===== config.mk =====
export PLATFORM = sky130hd
export DESIGN_NAME = rv32_fetch
export DESIGN_NICKNAME = d
export VERILOG_FILES = /design/src/rtl/rv32_pkg.sv /design/src/rtl/rv32_if_id_reg.sv /design/src/rtl/rv32_fetch.sv
export SDC_FILE = /design/constraint.sdc
export NUM_CORES = 1
export LEC_CHECK = 0
export BUFFER_PORTS_ARGS = -buffer_cell sky130_fd_sc_hd__buf_2
export CAP_MARGIN = 40
export CORE_UTILIZATION = 55
export DETAILED_ROUTE_END_ITERATION = 8
export PLACE_DENSITY_LB_ADDON = 0.12
export SLEW_MARGIN = 20
export SYNTH_ARGS = -nofsm -noshare
export SYNTH_HDL_FRONTEND = slang
export SYNTH_SLANG_ARGS = --single-unit

===== constraint.sdc =====
create_clock -name CLK -period 4.2 [get_ports CLK]
set_input_delay 0.21 -clock CLK [delete_from_list [all_inputs] [get_ports CLK]]
set_output_delay 0.21 -clock CLK [all_outputs]
set_load 0.005 [all_outputs]

===== src/rtl/rv32_pkg.sv =====
// Shared definitions for the RV32I core: NOP encoding, reset PC and fetch FSM states.
package rv32_pkg;

    localparam logic [31:0] RV32_NOP      = 32'h0000_0013;
    localparam logic [31:0] RV32_RESET_PC = 32'h0000_0000;

    typedef enum logic [1:0] {
        BOOT  = 2'd0,
        RUN   = 2'd1,
        FAULT = 2'd2
    } fetch_state_e;

endpackage


===== src/rtl/rv32_if_id_reg.sv =====
// IF/ID pipeline register: loads a fetched word, holds it under stall, and drops it on flush.
module rv32_if_id_reg
    import rv32_pkg::*;
(
    input  logic        clk,
    input  logic        rst_n,
    input  logic        load,
    input  logic        flush,
    input  logic [31:0] inst_p0,
    input  logic [31:0] pc_p0,
    output logic        vld_p1,
    output logic [31:0] inst_p1,
    output logic [31:0] pc_p1,
    output logic [31:0] pc4_p1
);

    // Stage p0 -> p1: flush only clears valid, so the payload stays stable for debug visibility.
    always_ff @(posedge clk or negedge rst_n) begin
        if (!rst_n) begin
            vld_p1  <= 1'b0;
            inst_p1 <= RV32_NOP;
            pc_p1   <= 32'h0;
            pc4_p1  <= 32'h0;
        end else if (flush) begin
            vld_p1  <= 1'b0;
        end else if (load) begin
            vld_p1  <= 1'b1;
            inst_p1 <= inst_p0;
            pc_p1   <= pc_p0;
            pc4_p1  <= pc_p0 + 32'd4;
        end
    end

endmodule


===== src/rtl/rv32_fetch.sv =====
// RV32I instruction-fetch stage: owns the PC, drives the combinational instruction memory,
// and feeds decode through the IF/ID register; misaligned redirect targets park the stage in FAULT.
module rv32_fetch
    import rv32_pkg::*;
#(
    parameter logic [31:0] RESET_PC = RV32_RESET_PC
) (
    input  logic        CLK,
    input  logic        RSTn,
    output logic [31:0] IMEM_A,
    output logic        IMEM_EN,
    input  logic [31:0] IMEM_RD,
    input  logic        REDIRECT,
    input  logic [31:0] REDIRECT_PC,
    input  logic        ID_READY,
    output logic        IF_VALID,
    output logic [31:0] IF_INST,
    output logic [31:0] IF_PC,
    output logic [31:0] IF_PC4,
    output logic        IF_FAULT,
    output logic [31:0] FETCH_CNT
);

    fetch_state_e state, state_nxt;
    logic [31:0]  pc_p0, pc_nxt;
    logic [31:0]  fetch_cnt;
    logic         advance;
    logic         load;
    logic         flush;
    logic         vld_p1;

    assign advance = (state == RUN) && (!vld_p1 || ID_READY);

    // A redirect always wins, even over a pending accept by decode.
    always_comb begin
        state_nxt = state;
        pc_nxt    = pc_p0;
        load      = 1'b0;
        flush     = 1'b0;
        if (REDIRECT) begin
            pc_nxt    = REDIRECT_PC;
            flush     = 1'b1;
            state_nxt = (REDIRECT_PC[1:0] != 2'b00) ? FAULT : RUN;
        end else begin
            case (state)
                BOOT: state_nxt = RUN;
                RUN: begin
                    if (advance) begin
                        load   = 1'b1;
                        pc_nxt = pc_p0 + 32'd4;
                    end
                end
                default: state_nxt = state;
            endcase
        end
    end

    // Stage p0: PC, FSM and fetch counter.
    always_ff @(posedge CLK or negedge RSTn) begin
        if (!RSTn) begin
            state     <= BOOT;
            pc_p0     <= RESET_PC;
            fetch_cnt <= 32'h0;
        end else begin
            state <= state_nxt;
            pc_p0 <= pc_nxt;
            if (load) begin
                fetch_cnt <= fetch_cnt + 32'd1;
            end
        end
    end

    // Stage p0 -> p1 boundary.
    rv32_if_id_reg u_if_id (
        .clk     (CLK),
        .rst_n   (RSTn),
        .load    (load),
        .flush   (flush),
        .inst_p0 (IMEM_RD),
        .pc_p0   (pc_p0),
        .vld_p1  (vld_p1),
        .inst_p1 (IF_INST),
        .pc_p1   (IF_PC),
        .pc4_p1  (IF_PC4)
    );

    assign IMEM_A    = pc_p0;
    assign IMEM_EN   = advance;
    assign IF_VALID  = vld_p1;
    assign IF_FAULT  = (state == FAULT);
    assign FETCH_CNT = fetch_cnt;

endmodule


==> flow_metrics.py <==
metrics = {
    "run_status": {
        "outcome": "complete, no violations",
    },
    "critical_path": {
        "r2r-end": "u_if_id.pc_p1[19]",
        "startpoint": "state[1]",
        "cp_max_fo": 32,
        "startpoint_type": "flip-flop",
        "r2r-start": "state[1]",
        "critical_path_arrival_ns": 2.69,
        "reg2reg_depth": 6,
        "crit_type": "reg -> reg",
        "worst_setup_path_end_kind": "flip-flop",
        "worstPathRequired_ns": 4.55,
        "rrSetupSlack_ns": 1.87,
    },
    "synth": {
        "yosysWarnings": 0,
        "yosys-top-cells-area": "dfrtp_1 53%, nand2_1 15%, xnor2_1 6.4%, xor2_1 3.7%, o21ai_0 3.6%",
        "ys_ff_latch": 161,
        "synthAdderAreaFrac_pct": 0.3342,
        "synth_edf_count": 0,
        "synth-xor-area-share_pct": 10.18,
        "synth_cell_types": 45,
        "syn_avg_cell_area_um2": 9.467,
        "synth_compound_area_share_pct": 4.244,
        "asyncSetResetFlopFracSynth_pct": 100.0,
        "synth_fp_nets": 861,
        "synth_top_family_by_area": "simple AND/OR/NAND/NOR gates",
        "yosys.area_share.simple_pct": 26.95,
        "synth_seq_area_share_pct": 53.85,
        "yosysTopAreaCell": "dfrtp_1",
        "synth_top_area_share_pct": 52.80,
        "syn_inst": 791,
        "synthFlopType": "dfrtp_1",
        "synthMuxAreaShare_pct": 0.4344,
        "syn_area_um2": 7488,
    },
    "detailed_routing": {
        "wl_per_cell_um": 15.54,
        "first_iter_violations": 382,
        "num_vias": 6350,
        "drtPass1Iterations": 4,
        "wl_mm": 19.03,
        "antenna_left": 0,
        "drc": 0,
        "avgViaCountPerCell": 5.184,
    },
    "power": {
        "p_comb_share_pct": 19.8,
        "p_int_w": 0.003226,
        "power_density_nw_per_um2": 467.1,
        "ir_drop_mv": 0.3249,
        "p_leak_nw": 4.913,
        "p_clk_share_pct": 32.7,
        "p_sw_share_pct": 28.46,
        "power_frac_seq_pct": 47.5,
        "p_total_w": 0.004509,
        "p_switching_w": 0.001283,
    },
    "sta": {
        "max_freq_mhz": 429.0,
        "drv_slew": 0,
        "fin_worst_skew_ns": 0.007106,
        "setup_ws_ns": 1.869,
        "tightest_slew_ns": 0.7710,
        "rsz0062_at_grt": "false",
        "finalHoldViolations": 0,
        "period_minus_slack_ns": 2.331,
        "final-setup-viol-count": 0,
        "fin_setup_tns_ns": 0,
        "slew_headroom_pct": 48.48,
        "finalCritPeriodShare_pct": 55.50,
    },
    "hold_path": {
        "whs_endpoint": "u_if_id.inst_p1[30]",
        "hold_path_depth": 3,
        "min-delay-path-class": "in -> reg",
        "hp-start": "IMEM_RD[30]",
    },
    "place": {
        "portBuffers": 230,
        "pre_cts_slack_ns": 1.917,
        "placed_area_um2": 8677,
        "dp_cells": 1152,
        "place_congestion": 0.8324,
        "hpwl_mm": 12.88,
    },
    "global_routing": {
        "antenna_found_initial": 1,
        "grt_pass1_wl_mm": 31.66,
        "grt_pass1_vias": 6261,
        "grtUsageTotal_pct": 28.78,
        "grt_overflow_total": 0,
        "grt_max_degree": 66,
    },
    "layout": {
        "diodes": 0,
        "final_cell_area_um2": 9653,
        "layout.nets": 1106,
        "stdcell_count": 1225,
        "nFillCells": 1049,
        "syn2layout_area_growth_pct": 28.91,
        "drive_above_1_share_pct": 28.31,
    },
    "cts": {
        "insertion_delay_ns": 0.42,
        "cts_max_path_buffers": 2,
        "cts_hold_buf": 41,
        "cts_tree": "yes",
        "post_cts_buffers": 0,
        "clock_tree.root_cell": "clkbuf_16",
        "numCtsBuffers": 17,
        "cts_max_level": 4,
        "postCtsResizedCells": 0,
        "path_clk_slew_ns": 0.06,
        "cts.sinks": 161,
    },
    "floorplan": {
        "die_h_um": 118.7,
        "die_x_um": 118.7,
        "rows": 42,
        "initial_utilization_pct": 56.55,
        "core_um2": 13240,
        "dieArea_um2": 14090,
        "ioPinCount": 231,
    },
    "run": {
        "maxCapViolCount": 0,
    },
}
final cells by class:
| class | count | area (µm²) | area share (%) |
|---|---|---|---|
| clock buffer | 27 | 513.0 | 5.314 |
| clock inverter | 5 | 52.55 | 0.5444 |
| inverter | 3 | 11.26 | 0.1167 |
| multi-input combinational | 574 | 3163 | 32.77 |
| sequential | 161 | 4033 | 41.78 |
| tap | 176 | 220.2 | 2.281 |
| timing repair buffer | 279 | 1660 | 17.20 |
per-layer routing:
layer,vias to the layer above,share of wire (%),track usage (%)
li1,3054,-,-
met1,3010,43,38.40
met2,253,48,45.76
met3,31,7.4,7.481
met4,2,1.8,9.652
met5,-,0.068,0
cells in the final DEF (no fill, tap or decap), types with 4 or more instances in the layout:
cell type      count
nor4_2             4
nand2_1          294
dlygate4sd3_1     41
clkbuf_16         17
and4_1             5
dfrtp_1          158
xor2_1            32
o21ai_0           54
nor4_4             6
clkbuf_8           5
nor3_1            12
nand3_1           24
xnor2_1           55
o21ai_1            5
buf_4              6
buf_2            229
and3_1             8
nor4_1             6
clkbuf_1           5
nor2_1            19
nand4_1           17
kinds of logic (layout without fill, tap and decap cells):
kind of cell | Yosys count | after routing
simple gates | 420 | 420
flops | 161 | 161
xor+xnor | 87 | 87
compound gates | 62 | 62
buf+inv | 56 | 314
mux | 3 | 3
fa+ha+maj | 2 | 2
cells in the mapped netlist (3+ instances only):
cell,number
nor4_2,4
buf_2,18
o21ai_1,5
nand4_2,3
or3_1,3
dfrtp_1,158
and3_1,8
buf_4,6
nor4_4,6
nand3_1,24
nor4_1,6
nor3_1,12
nand4_1,17
and4_1,5
buf_6,3
nand2_1,294
xnor2_1,55
clkbuf_1,22
nand3_2,3
nor2_1,20
dfstp_2,3
xor2_1,32
o21ai_0,54
registers in the layout, indices dropped and copies added, names as in the netlist:
| signal | flops |
|---|---|
| u_if_id.pc_p1 | 32 |
| IMEM_A | 32 |
| state | 2 |
| FETCH_CNT | 32 |
| u_if_id.pc4_p1 | 30 |
| u_if_id.vld_p1 | 1 |
| u_if_id.inst_p1 | 32 |
worst max-delay path, cell delays in order (launching register included):
cell	delay, ns
dfrtp_1	0.40
and2b_2	0.29
nand2_1	0.28
nor2_4	0.69
buf_4	0.41
nand2_1	0.11
nand2_1	0.08
power by group through the flow:
stage	Sequential [W]	Clock, W	Combinational [W]
floorplan	0.00214	0	0.000383
global placement	0.00216	0	0.000836
detailed placement	0.00215	0	0.000871
CTS	0.00214	0.00150	0.000901
global route	0.00219	0.00157	0.00101
finish	0.00214	0.00147	0.000894
how the worst max path moves through the flow:
stage,to,slack (ns),depth (start not counted)
after floorplan,u_if_id.pc4_p1[26],2.42,6
after global placement,u_if_id.pc_p1[11],1.92,6
after detailed placement,u_if_id.pc_p1[20],1.92,6
after CTS,u_if_id.pc_p1[19],1.86,6
after global routing,u_if_id.pc_p1[30],1.66,6
final,u_if_id.pc_p1[19],1.87,6
stage by stage:
| step | util, % | hold WS [ns] |
|---|---|---|
| floorplan | - | -0.08559 |
| global placement | 65.16 | 0.3906 |
| detailed placement | 65.52 | 0.1556 |
| CTS | 72.89 | 0.001960 |
| global route | 72.89 | 0.004604 |
| finish | 72.89 | 0.008783 |
(Power assumes the default switching activity.)
